$ cat src/rtl/puf_crp_ctrl.sv
// Challenge-response sequencer for a parallel arbiter PUF array.
// Fires NEVAL evaluations per challenge and emits majority-voted CRPs.
module puf_crp_ctrl #(
  parameter int CW         = 16,
  parameter int RW         = 16,
  parameter int PULSE_CYC  = 4,
  parameter int SETTLE_CYC = 8,
  parameter int NEVAL      = 5
) (
  input  logic          clk,
  input  logic          rst_n,
  input  logic          start,
  input  logic [CW-1:0] seed,
  input  logic [7:0]    num_crp,
  output logic          busy,
  output logic [CW-1:0] challenge,
  output logic          pulse,
  input  logic [RW-1:0] response_in,
  output logic          crp_valid,
  input  logic          crp_ready,
  output logic [CW-1:0] crp_challenge,
  output logic [RW-1:0] crp_response,
  output logic [RW-1:0] unstable_mask,
  output logic          done
);

  typedef enum logic [2:0] {
    S_IDLE,
    S_PULSE,
    S_SETTLE,
    S_SAMPLE,
    S_VOTE,
    S_OUT,
    S_DONE
  } state_t;

  localparam logic [7:0] PULSE_LAST  = 8'(PULSE_CYC - 1);
  localparam logic [7:0] SETTLE_LAST = 8'(SETTLE_CYC - 1);
  localparam logic [3:0] EVAL_LAST   = 4'(NEVAL - 1);
  localparam logic [3:0] HALF        = 4'(NEVAL / 2);
  localparam logic [3:0] ALL         = 4'(NEVAL);
  localparam logic [CW-1:0] SEED_ALT = CW'(16'hACE1);

  state_t          state_q;
  logic [7:0]      cnt_q;
  logic [3:0]      eval_q;
  logic [7:0]      remaining_q;
  logic [3:0]      ones_q [RW];
  logic            busy_q;
  logic [CW-1:0]   chal_q;
  logic            pulse_q;
  logic            valid_q;
  logic [CW-1:0]   crp_chal_q;
  logic [RW-1:0]   crp_resp_q;
  logic [RW-1:0]   unst_q;
  logic            done_q;

  logic [RW-1:0]   vote_resp_d;
  logic [RW-1:0]   vote_unst_d;

  // Fibonacci LFSR, x^16+x^14+x^13+x^11+1
  function automatic logic [CW-1:0] lfsr_next(input logic [CW-1:0] s);
    return {s[CW-2:0], s[15] ^ s[13] ^ s[12] ^ s[10]};
  endfunction

  // Per-bit majority and disagreement from the accumulated ones counts
  always_comb begin
    vote_resp_d = '0;
    vote_unst_d = '0;
    for (int i = 0; i < RW; i++) begin
      vote_resp_d[i] = ones_q[i] > HALF;
      vote_unst_d[i] = (ones_q[i] != 4'd0) && (ones_q[i] != ALL);
    end
  end

  // Sequencer FSM with registered outputs
  always_ff @(posedge clk) begin
    if (!rst_n) begin
      state_q     <= S_IDLE;
      cnt_q       <= '0;
      eval_q      <= '0;
      remaining_q <= '0;
      for (int i = 0; i < RW; i++) ones_q[i] <= '0;
      busy_q      <= 1'b0;
      chal_q      <= '0;
      pulse_q     <= 1'b0;
      valid_q     <= 1'b0;
      crp_chal_q  <= '0;
      crp_resp_q  <= '0;
      unst_q      <= '0;
      done_q      <= 1'b0;
    end else begin
      unique case (state_q)
        S_IDLE: begin
          done_q <= 1'b0;
          if (start) begin
            chal_q      <= (seed == '0) ? SEED_ALT : seed;
            remaining_q <= num_crp;
            eval_q      <= '0;
            cnt_q       <= '0;
            for (int i = 0; i < RW; i++) ones_q[i] <= '0;
            busy_q      <= 1'b1;
            if (num_crp == 8'd0) begin
              state_q <= S_DONE;
              done_q  <= 1'b1;
            end else begin
              state_q <= S_PULSE;
              pulse_q <= 1'b1;
            end
          end
        end
        S_PULSE: begin
          if (cnt_q == PULSE_LAST) begin
            cnt_q   <= '0;
            pulse_q <= 1'b0;
            state_q <= S_SETTLE;
          end else begin
            cnt_q <= cnt_q + 8'd1;
          end
        end
        S_SETTLE: begin
          if (cnt_q == SETTLE_LAST) begin
            cnt_q   <= '0;
            state_q <= S_SAMPLE;
          end else begin
            cnt_q <= cnt_q + 8'd1;
          end
        end
        S_SAMPLE: begin
          for (int i = 0; i < RW; i++)
            ones_q[i] <= ones_q[i] + {3'b000, response_in[i]};
          eval_q <= eval_q + 4'd1;
          if (eval_q == EVAL_LAST) begin
            state_q <= S_VOTE;
          end else begin
            state_q <= S_PULSE;
            pulse_q <= 1'b1;
          end
        end
        S_VOTE: begin
          crp_resp_q <= vote_resp_d;
          unst_q     <= vote_unst_d;
          crp_chal_q <= chal_q;
          valid_q    <= 1'b1;
          state_q    <= S_OUT;
        end
        S_OUT: begin
          if (crp_ready) begin
            valid_q <= 1'b0;
            eval_q  <= '0;
            cnt_q   <= '0;
            for (int i = 0; i < RW; i++) ones_q[i] <= '0;
            if (remaining_q == 8'd1) begin
              state_q <= S_DONE;
              done_q  <= 1'b1;
            end else begin
              remaining_q <= remaining_q - 8'd1;
              chal_q      <= lfsr_next(chal_q);
              pulse_q     <= 1'b1;
              state_q     <= S_PULSE;
            end
          end
        end
        S_DONE: begin
          done_q  <= 1'b0;
          busy_q  <= 1'b0;
          state_q <= S_IDLE;
        end
        default: begin
          state_q <= S_IDLE;
          pulse_q <= 1'b0;
          valid_q <= 1'b0;
          busy_q  <= 1'b0;
          done_q  <= 1'b0;
        end
      endcase
    end
  end

  assign busy          = busy_q;
  assign challenge     = chal_q;
  assign pulse         = pulse_q;
  assign crp_valid     = valid_q;
  assign crp_challenge = crp_chal_q;
  assign crp_response  = crp_resp_q;
  assign unstable_mask = unst_q;
  assign done          = done_q;

endmodule
$ cat config.mk
export PLATFORM = sky130hd
export DESIGN_NAME = puf_crp_ctrl
export DESIGN_NICKNAME = d
export VERILOG_FILES = /design/src/rtl/puf_crp_ctrl.sv
export SDC_FILE = /design/constraint.sdc
export NUM_CORES = 1
export LEC_CHECK = 0
export CORE_MARGIN = 2
export CORE_UTILIZATION = 30
export DETAILED_ROUTE_END_ITERATION = 10
export SYNTH_ARGS = -nofsm -noshare
export SYNTH_HDL_FRONTEND = slang
export SYNTH_SLANG_ARGS = --single-unit
export TNS_END_PERCENT = 50
$ cat constraint.sdc
create_clock -name clk -period 4.2 [get_ports clk]
set_clock_uncertainty 0.05 [all_clocks]
set_input_delay 1.05 -clock clk [delete_from_list [all_inputs] [get_ports clk]]
set_output_delay 1.05 -clock clk [all_outputs]
set_load 0.03 [all_outputs]
* After elaboration in Yosys (flattened, before gate mapping)
Memories as Yosys holds them, arrays and structs flattened.
Index checks and enable logic that the tools add are counted.
** Storage, ports and cells
- Memory bits (writable) :: 64
- Latch bits :: 0
- Word-level logic and storage cells :: 288
- Memories :: 1
- ROM bits :: 0
- Register bits :: 91
** Cells by class
- Shift operators :: 0
- Bitwise logic cells :: 55
- Muxes and demuxes :: 101
- Add/sub/neg operators :: 19
- Div/mod/pow operators :: 0
- Magnitude comparators :: 16
- Equal/unequal tests :: 34
- $mul :: 0
- Reduce and logical (&&, ||, !) cells :: 50
** Memories
- ones_q :: depth 16, width 4, rd ports 16, clocked after Yosys merged registers in 0, write ports 16, line 48 : logic [3:0] ones_q [RW];
** Operator list (number)
- 4-bit 2-to-1 mux :: 50
- 4-bit nonzero test :: 17
- 4-bit by 1-bit adder with 4-bit output :: 16
- 4-bit by 2-bit greater-than comparator with 1-bit output, second input constant :: 16
- 16-bit 2-to-1 mux :: 4
- 4-bit by 3-bit inequality test with 1-bit output, second input constant :: 16
- 8-bit 2-to-1 mux :: 7
- 1-bit OR :: 48
- 16-bit one-hot mux with 2 select lines :: 1
- 8-bit one-hot mux with 4 select lines :: 1
- 1-bit 2-to-1 mux :: 24
- 3-bit 2-to-1 mux :: 7
- 3-bit one-hot mux with 6 select lines :: 1
- 1-bit logical AND :: 16
- 16-bit logical NOT :: 1
- 2-bit inequality test, second input constant :: 8
- 8-bit one-hot mux with 2 select lines :: 1
- 4-bit one-hot mux with 3 select lines :: 1
- 5-bit OR reduction :: 2
- 3-bit == test, second input constant :: 3
- 3-bit AND reduction :: 3
- 8-bit by 1-bit adder with 8-bit output, second input constant :: 1
- 8-bit by 1-bit == test with 1-bit output, second input constant :: 1
- 8-bit by 2-bit == test with 1-bit output, second input constant :: 1
- 20 further kinds :: 29

* Longest topological paths before layout
Gate-level depths: netlist of run 1.
- Depth in word-level cells :: 7
- Gate-level depth with buffers :: 8
- Mapped depth without buffers :: 7

* Worst setup path after synthesis of run 1
No wires, ideal clock.
- Kind :: input to register
- Start :: input port rst_n
- End :: memory ones_q[2][2] (netlist: ones_q[0][10]), enable pin
- Arrival time :: 2.177 ns
- Buffers on the path :: 2
- Library setup time :: 0.455 ns
- Required time :: 3.695 ns
- Cell stages on the path :: 4
- Slack :: 1.518 ns
- Path through :: clkbuf_1 -> o21a_1 -> buf_2 -> nand2_1
** RTL lines
- from (decl) :: line 11 : input logic rst_n,
- to (decl) :: line 48

* Worst setup path in the final report of run 1
- Start :: input port start
- End :: register remaining_q[4]
** On the way
- Longest elaborated chain between the ends :: 2
** RTL lines
- from (decl) :: line 12 : input logic start,
- 2-bit inequality test (no source line)
- 4-bit AND reduction (no source line)
- to (signal assigned) :: line 98 : remaining_q <= num_crp;
- to (signal assigned) :: line 157 : remaining_q <= remaining_q - 8'd1;
- to (decl) :: line 47 : logic [7:0] remaining_q;
Every way passes these cells.
A chain may end at the register's enable or synchronous reset.

==> results of run 1 <==
[cells in the mapped netlist, drive strengths merged, types with 10 or more instances]
library cell and number:
nor3 38, nand2 107, a21oi 65, nor2 99, a311oi 10, edfxtp 28
ha 37, a2111oi 17, dfxtp 127, clkbuf 35, a22oi 18, o21ai 47
nand3 30, o211ai 10, xor2 31, xnor2 10, and3 15, buf 15
[power groups by stage]
stage                     clock network [uW]  registers [uW]  logic, uW
after CTS                               1680            1640        399
after floorplan                            0            1680        218
after detailed placement                   0            1670        396
final                                   1640            1640        397
after global placement                     0            1670        394
after global routing                    1750            1650        435
[area by class of cell]
cell class | count | area (um2) | area share, %
multi-input combinational | 626 | 3850 | 40.4
sequential | 155 | 3380 | 35.5
timing repair buffer | 129 | 1240 | 13.0
clock buffer | 18 | 429 | 4.50
tap | 324 | 405 | 4.25
clock inverter | 14 | 193 | 2.02
inverter | 10 | 37.5 | 0.393
[routing by layer]
| metal | GRT usage, % | up-vias | share of wire, % |
|---|---|---|---|
| met5 | 0 | - | 0 |
| met2 | 23.5 | 128 | 45 |
| met1 | 20.6 | 3081 | 50 |
| li1 | - | 3238 | - |
| met3 | 3.09 | 22 | 4.2 |
| met4 | 4.91 | 0 | 1.5 |
[worst max path at each step]
stage,endpoint,slack [ns],depth (start not counted)
after floorplan,ones_q[0][10]$_SDFFCE_PP0P_,1.52,4
after global placement,remaining_q[7]$_SDFFE_PN0P_,0.90,6
after detailed placement,remaining_q[4]$_SDFFE_PN0P_,0.88,6
after CTS,remaining_q[4]$_SDFFE_PN0P_,1.34,6
after global routing,ones_q[1][11]$_SDFFE_PP0P_,1.18,6
final,remaining_q[4]$_SDFFE_PN0P_,1.30,6
[sequential cells by signal, indices dropped and copies added, names as in the netlist]
signal / flops
ones_q: 64
pulse: 1
busy: 1
eval_q: 4
challenge: 16
state_q: 3
remaining_q: 8
crp_response: 16
crp_valid: 1
cnt_q: 8
crp_challenge: 16
unstable_mask: 16
done: 1
[cell families after synthesis]
family | synth area share, %
AOI/OAI and AO/OA | 18.4
xor gates and xnor gates | 4.81
adders and majority gates | 6.20
buffers and inverters | 3.27
DFF | 45.3
muxes | 0.872
and+or+nand+nor | 21.2
[critical path: stages]
cell and delay (ns):
clkdlybuf4s50_1 0.57, or3b_4 0.43, a21oi_4 0.32, o21ai_1 0.40
o21ai_0 0.28, a21oi_1 0.08
[through the flow]
stage	power (uW)	worst slack (ns)
5_1_grt	3830	1.18
6_report	3670	1.30
3_5_place_dp	2070	0.876
3_3_place_gp	2060	0.896
2_1_floorplan	1900	1.52
4_1_cts	3720	1.34
==> results.md, run 1 <==
* Run status: finished clean
* Total number of vias at 6,469
* CP Capture Type: flop
* CTS buffer count at 17
* Max Buffers Root-to-Sink at 2
* 1st-iter DRT viols at 292
* Worst IR Drop VDD at 0.231 mV
* Most common flop cell mapped by yosys: dfxtp_1
* Cts repair resizes at 0
* CTS root buf: clkbuf_16
* Tot GR Track Use at 15.0%
* Final Hold Vio Count at 0
* Layout Area Growth over Synthesis at 27.8%
* Initial core utilization at 30.6%
* Top fanout value on the critical path at 13
* Clock network power share at 44.6%
* Cells taking the most area after synthesis: dfxtp_1 34%, edfxtp_1 11%, ha_1 6.2%
* Relative slew slack at 33.3%
* Fin util at 39.1%
* # port buffers at 111
* Synth unique cells at 60
* Cts hold-fix bufs at 0
* CTS sink count at 155
* Hold_sp: crp_challenge[13]$_SDFFE_PN0P_
* Post-DP Area at 8920 um2
* HPWL after DPL at 12,900 um
* Worst slew pin tran at 0.998 ns
* Asr flop ratio synth at 0%
* Crit path kind: input pin to flop
* Sequential Power Share at 44.6%
* Commonest non-fill, non-tap cell in the layout: dfxtp_1
* Worst r2r src: state_q[0]$_SDFFE_PN0P_
* First-pass GRT wire length at 31,600 um
* Fill cells at 2,494
* Grt ovf at 0
* Sw power at 938 uW
* Final setup viols at 0
* Cell Area, Synth at 7460 um2
* Reg2reg end: ones_q[0][7]$_SDFFCE_PP0P_
* Internal power at 2730 uW
* Number of global-route vias before repair at 6,024
* Reg2reg setup slack at 1.41 ns
* Die width at 162 um
* Die height at 162 um
* Final Non-Filler Cells at 1,276
* Worst-case reg-to-reg path depth at 5
* DR DRC count at 0
* Largest net degree at the start of global routing at 67
* I/O Pins at 112
* Final instance area at 9540 um2
* PwrDens at 385 nW/um2
* Clock-pin slew on the worst setup and hold paths at 0.07 ns
* Slew Viols, Final at 0
* Htree depth at 4
* Post-DRT Antenna Nets at 0
* WP data required at 4.43 ns
* CP startpoint kind: input pin
* Final WL at 19,300 um
* CTS tree: done
* Combinational power share at 10.8%
* Hold path depth at 2
* Max frequency at 345 MHz
* Seq cells post-synth at 155
* Global placer's final weighted congestion at 0.810
* Core Box Area at 24,400 um2
* Switching Share at 25.5%
* Worst skew pair latency at 0.43 ns
* Fin nets at 1,020
* Antenna diodes at 0
* Share of cells above drive strength 1 at 7.56%
* WHS at 0.405 ns
* Worst setup startpoint: start
* Pleak at 0.00348 uW
* YS warnings at 0
* Area leader, netlist: dfxtp_1
* RSZ-0062 raised after global routing: no
* Routed length per instance at 15.1 um
* Share of the synthesized area in the top cell type at 34.1%
* Period utilisation layout at 69.0%
* Dpl cells at 1,244
* Setup Fix Bufs, Post-CTS at 0
* Min Tclk post-route at 2.90 ns
* Post-synth EDFFs at 28
* Setup_tns at 0 ns
* Tightest Hold Check Type: flop to flop
* Sequential share of the synthesized area at 45.3%
* Synthesized instance count at 841
* Via density per instance at 5.07
* Full die area at 26,200 um2
* Hold EP: crp_challenge[13]$_SDFFE_PN0P_
* Syn_nets at 922
* Worst EP arrival at 3.13 ns
* Detailed Routing Iterations Pass 1 at 6
* Initial antenna violation count at 0
* Max-cap violation count at 0
* Mean Syn Cell Area at 8.88 um2
* # rows at 57
* Commonest cells after routing, fill and taps aside: 127 x dfxtp_1, 110 x clkdlybuf4s50_1, 107 x nand2_1
Power figures use the tool's default switching activity.
==> inputs of run 2 (changes only) <==
Clock period 4.2 ns to 3.02 ns, I/O delays scaled along.
==> run 2 against run 1 <==
Net effect:
- flip-flop and latch count stayed put
- worst hold slack worse by 0.00054 ns
- die area stayed put
==> results.md, run 2 (synthesized netlist as in run 1, its figures left out) <==
* Run status: finished clean
* # rows at 57 (unchanged)
* CP startpoint kind: flop
* Core Box Area at 24,400 um2 (unchanged)
* Tot GR Track Use at 15.1% (+0.15 points)
* Via density per instance at 5.09 (+0.41%)
* Initial antenna violation count at 0 (unchanged)
* WP data required at 2.21 ns (-2.22 ns)
* Top fanout value on the critical path at 4 (-9)
* Clock-pin slew on the worst setup and hold paths at 0.07 ns (about the same)
* Final setup viols at 0 (unchanged)
* Crit path kind: flop to output port
* Fin util at 39.6% (+0.50 points)
* I/O Pins at 112 (unchanged)
* Max incr delay on CP at 0.73 ns (+0.16 ns)
* Max Buffers Root-to-Sink at 2 (unchanged)
* Max frequency at 413 MHz
* PwrDens at 522 nW/um2 (+36%)
* Final Non-Filler Cells at 1,290 (+1.1%)
* Max-cap violation count at 0 (unchanged)
* Commonest cells after routing, fill and taps aside: 127 x dfxtp_1, 110 x clkdlybuf4s50_1, 107 x nand2_1
* # port buffers at 111 (unchanged)
* HPWL after DPL at 13,200 um (+2.3%)
* Relative slew slack at 40.3% (+7.0 points)
* 1st-iter DRT viols at 386 (+32%)
* Critical Path, Cell by Cell: clkdlybuf4s50_1
* Dpl cells at 1,258 (+1.1%)
* Largest delay share family, worst path: buffers and inverters
* Final instance area at 9660 um2 (+1.3%)
* Number of global-route vias before repair at 6,138 (+1.9%)
* Tightest Hold Check Type: flop to flop
* Antenna diodes at 0 (unchanged)
* CP Capture Type: output port
* Power Total at 5050 uW (+37%)
* Commonest non-fill, non-tap cell in the layout: dfxtp_1
* Global placer's final weighted congestion at 0.831 (+2.5%)
* Worst IR Drop VDD at 0.263 mV (+14%)
* DR DRC count at 0 (unchanged)
* Worst-case reg-to-reg path depth at 6 (+1)
* First-pass GRT wire length at 31,900 um (+0.94%)
* Largest register by flop count: ones_q
* Full die area at 26,200 um2 (unchanged)
* Crit-path slowest cell: clkdlybuf4s50_1
* Post-DRT Antenna Nets at 0 (unchanged)
* Cts hold-fix bufs at 0 (unchanged)
* Worst r2r src: state_q[2]$_SDFFE_PN0P_
* Slew Viols, Final at 0 (unchanged)
* Initial core utilization at 30.6% (unchanged)
* Detailed Routing Iterations Pass 1 at 4 (-2)
* Worst skew pair latency at 0.43 ns (about the same)
* Die width at 162 um (unchanged)
* Final Hold Vio Count at 0 (unchanged)
* Fin nets at 1,034 (+1.4%)
* Setup Fix Bufs, Post-CTS at 0 (unchanged)
* Period utilisation layout at 80.2%
* Reg2reg end: challenge[14]$_SDFFE_PN0P_
* Pleak at 0.00356 uW (+2.1%)
* Worst setup startpoint: challenge[14]$_SDFFE_PN0P_
* Die height at 162 um (unchanged)
* Reg2reg setup slack at 0.70 ns (-0.71 ns)
* CTS sink count at 155 (unchanged)
* Largest register FFs at 64 (unchanged)
* Final WL at 19,700 um (+2.1%)
* Total number of vias at 6,567 (+1.5%)
* Crit path depth at 1 (-5)
* Cts repair resizes at 0 (unchanged)
* CTS tree: done
* WP buf/inv at 1 (unchanged)
* Htree depth at 4 (unchanged)
* Worst EP arrival at 1.62 ns (-1.51 ns)
* Post-DP Area at 9070 um2 (+1.7%)
* Worst slew pin tran at 0.894 ns (-0.104 ns)
* Share of cells above drive strength 1 at 9.11% (+1.5 points)
* Routed length per instance at 15.3 um (+1.0%)
* Min Tclk post-route at 2.42 ns
* RSZ-0062 raised after global routing: no
* Setup_tns at 0 ns (unchanged)
* Largest net degree at the start of global routing at 68 (+1.5%)
* CTS buffer count at 17 (unchanged)
* Grt ovf at 0 (unchanged)
* Crit path to: challenge[14]
* Fill cells at 2,457 (-1.5%)
* CTS root buf: clkbuf_16
* Layout Area Growth over Synthesis at 29.4%
-- run 2: changes by cell type in the layout (fill, tap and decap cells not counted), sizes merged --
cell | before | now
clkinv | 4 | 2
inv | 12 | 17
bufinv | 4 | 2
buf | 19 | 33
clkinvlp | 4 | 3
-- run 2: through the flow --
stage	hold WS, ns	setup slack, ns
5_1_grt	0.426	0.561
3_5_place_dp	0.396	0.295
2_1_floorplan	0.409	0.633
6_report	0.404	0.599
3_3_place_gp	0.393	0.330
4_1_cts	0.407	0.575
-- run 2: routing by layer --
layer	global-route usage, %	share of wire [%]	vias to the layer above
li1	-	-	3271
met1	21.0	48	3125
met2	24.0	45	158
met3	2.96	5.3	13
met4	4.10	0.92	0
met5	0	0	-
-- run 2: how the worst min path moves through the flow --
stage                                        start                             end  slack (ns)  cells after the start
CTS                 crp_challenge[11]$_SDFFE_PN0P_  crp_challenge[11]$_SDFFE_PN0P_        0.41                      2
detailed placement  crp_challenge[11]$_SDFFE_PN0P_  crp_challenge[11]$_SDFFE_PN0P_        0.40                      2
global route         crp_challenge[9]$_SDFFE_PN0P_   crp_challenge[9]$_SDFFE_PN0P_        0.43                      2
floorplan              remaining_q[1]$_SDFFE_PN0P_     remaining_q[1]$_SDFFE_PN0P_        0.41                      2
finish               crp_challenge[6]$_SDFFE_PN0P_   crp_challenge[6]$_SDFFE_PN0P_        0.40                      2
global placement     crp_challenge[0]$_SDFFE_PN0P_   crp_challenge[0]$_SDFFE_PN0P_        0.39                      2
-- run 2: layout make-up --
class / count / area [um2] / area share (%)
clock buffer: 18 / 429 / 4.44
clock inverter: 14 / 159 / 1.64
inverter: 10 / 37.5 / 0.389
multi-input combinational: 626 / 3850 / 39.9
sequential: 155 / 3380 / 35.0
tap: 324 / 405 / 4.20
timing repair buffer: 143 / 1400 / 14.5
-- run 2: where the power goes --
part / switching [uW] / internal (uW)
sequential: 95.3 / 2190
combinational: 323 / 254
clock: 949 / 1240
total: 1370 / 3680
==> inputs of run 3 (changes only) <==
Clock period 3.02 ns to 2 ns, I/O delays scaled along.
==> run 3 against run 2 <==
Net effect:
- flip-flop and latch count unchanged
- first-iteration DRC count down 19%
- sequential power up 50%
- largest cell class unchanged
- largest power group unchanged
==> results.md, run 3 (synthesized netlist as in run 1, its figures left out) <==
* Largest register FFs at 64 (unchanged)
* Slew Viols, Final at 0 (unchanged)
* Full die area at 26,200 um2 (unchanged)
* Htree depth at 4 (unchanged)
* Max Buffers Root-to-Sink at 2 (unchanged)
* CP Capture Type: flop
* Setup_tns at 0 ns (unchanged)
* Total number of vias at 6,703 (+2.1%)
* Clock-pin slew on the worst setup and hold paths at 0.07 ns (about the same)
* Crit path depth at 6 (+5)
* Period utilisation layout at 98.7%
* Detailed Routing Iterations Pass 1 at 4 (unchanged)
* I/O Pins at 112 (unchanged)
* Run status: finished clean
* CTS buffer count at 17 (unchanged)
* Commonest non-fill, non-tap cell in the layout: dfxtp_1
* Grt ovf at 0 (unchanged)
* Tot GR Track Use at 15.7% (+0.58 points)
* Initial antenna violation count at 0 (unchanged)
* Commonest cells after routing, fill and taps aside: 125 x dfxtp_1, 106 x nand2_1, 99 x nor2_1
* HPWL after DPL at 14,100 um (+6.5%)
* WL met3 at 1080 um (+2.5%)
* Global placer's final weighted congestion at 0.876 (+5.5%)
* Hold path depth at 2 (unchanged)
* Largest register by flop count: ones_q
* CTS root buf: clkbuf_16
* Min Tclk post-route at 1.97 ns
* Final WL at 20,400 um (+3.7%)
* Final Hold Vio Count at 0 (unchanged)
* Largest net degree at the start of global routing at 56 (-18%)
* Worst skew pair latency at 0.42 ns (about the same)
* Fin nets at 1,079 (+4.4%)
* Antenna diodes at 0 (unchanged)
* Final setup viols at 0 (unchanged)
* Max frequency at 507 MHz
* Worst IR Drop VDD at 0.414 mV (+57%)
* Max-cap violation count at 0 (unchanged)
* Crit-path slowest cell: or3b_4
* Worst EP arrival at 2.26 ns (+0.64 ns)
* Layout Area Growth over Synthesis at 36.8%
* DR top layer: met4
* CTS tree: done
* Critical Path, Cell by Cell: or3b_4 > a21oi_4 > a21boi_4 > clkbuf_16 > nor2_1 > a311oi_2
* Power Total at 7820 uW (+55%)
* WP data required at 2.29 ns (+0.08 ns)
* DR DRC count at 0 (unchanged)
* Final Non-Filler Cells at 1,335 (+3.5%)
* Number of global-route vias before repair at 6,472 (+5.4%)
* Largest delay share family, worst path: compound AO/OA/AOI/OAI gates
* DR WL met2 at 9610 um (+7.7%)
* Worst slew pin tran at 0.572 ns (-0.322 ns)
* WHS at 0.402 ns (-0.00243 ns)
* Post-DRT Antenna Nets at 0 (unchanged)
* WP buf/inv at 1 (unchanged)
* Met1 WL at 9520 um (-0.17%)
* PwrDens at 766 nW/um2 (+47%)
* Dpl cells at 1,300 (+3.3%)
* Max incr delay on CP at 0.44 ns (-0.29 ns)
* CTS sink count at 155 (unchanged)
* # rows at 57 (unchanged)
* Pleak at 0.00446 uW (+25%)
* First-pass GRT wire length at 33,200 um (+4.2%)
* 1st-iter DRT viols at 314 (-19%)
* Tightest Hold Check Type: flop to flop
* Relative slew slack at 60.9% (+21 points)
* Die width at 162 um (unchanged)
* Routed length per instance at 15.3 um (+0.20%)
* Initial core utilization at 30.6% (unchanged)
* CP startpoint kind: flop
* Die height at 162 um (unchanged)
* # port buffers at 111 (unchanged)
* Share of cells above drive strength 1 at 14.2% (+5.1 points)
* Worst-case reg-to-reg path depth at 6 (unchanged)
* Top fanout value on the critical path at 12 (+8)
* Core Box Area at 24,400 um2 (unchanged)
* Crit path kind: flop to flop
* Via density per instance at 5.02 (-1.4%)
run 3: cell types whose count changed in the layout (fill, tap and decap cells not counted), sizes merged:
cell / delta
dlymetal6s2s: +23
clkinv: +1
dlygate4sd2: +45
clkinvlp: +1
buf: +43
inv: -4
clkbuf: +3
clkdlybuf4s50: -68
bufinv: +1
run 3: metrics by stage:
stage / instance area [um2] / utilization [%] / setup slack, ns
global placement: 9480 / 38.9 / -0.364
global route: 10200 / 41.9 / -0.0124
detailed placement: 9480 / 38.9 / -0.431
floorplan: 7470 / - / 0.00900
finish: 10200 / 41.9 / 0.0266
CTS: 10000 / 41.2 / 0.000421
run 3: final timing paths:
path	start	end	slack (ns)
hold / removal	crp_challenge[5]$_SDFFE_PN0P_	crp_challenge[5]$_SDFFE_PN0P_	0.40
setup reg to reg	state_q[0]$_SDFFE_PN0P_	challenge[8]$_SDFFE_PN0P_	0.03
hold reg to reg	crp_challenge[5]$_SDFFE_PN0P_	crp_challenge[5]$_SDFFE_PN0P_	0.40
setup / recovery	state_q[0]$_SDFFE_PN0P_	challenge[8]$_SDFFE_PN0P_	0.03
run 3: timing repair:
item	in CTS	in global routing
gates resized for setup	47	34
endpoints found under the setup margin	50	166
hold buffers	0	0
pin swaps	0	3
buffers inserted	0	1
cloned	0	2
run 3: final cells by class:
class	count	area (um2)
Fill cell	2443	14200
Inverter	10	41.3
Sequential cell	155	3390
Multi-Input combinational cell	626	3900
Tap cell	324	405
Timing Repair Buffer	188	1860
Clock buffer	19	433
Clock inverter	13	186
run 3: tightest hold or removal path, delay by kind of cell, from the launching register on:
kind | cells | cell delay (ns)
simple gates | 1 | 0.05
flops | 1 | 0.31
compound gates | 1 | 0.05
run 3: power breakdown:
part           internal, uW  leakage [uW]  total (uW)  switching (uW)
Sequential             3300       0.00133        3430             131
Clock                  2000      0.000291        3410            1400
Combinational           449       0.00284         983             534
run 3: routing by layer:
| metal | vias to the layer above | global-route usage (%) |
|---|---|---|
| met3 | 19 | 3.96 |
| li1 | 3349 | - |
| met2 | 172 | 25.7 |
| met1 | 3163 | 20.6 |
| met4 | 0 | 4.34 |
| met5 | - | 0 |
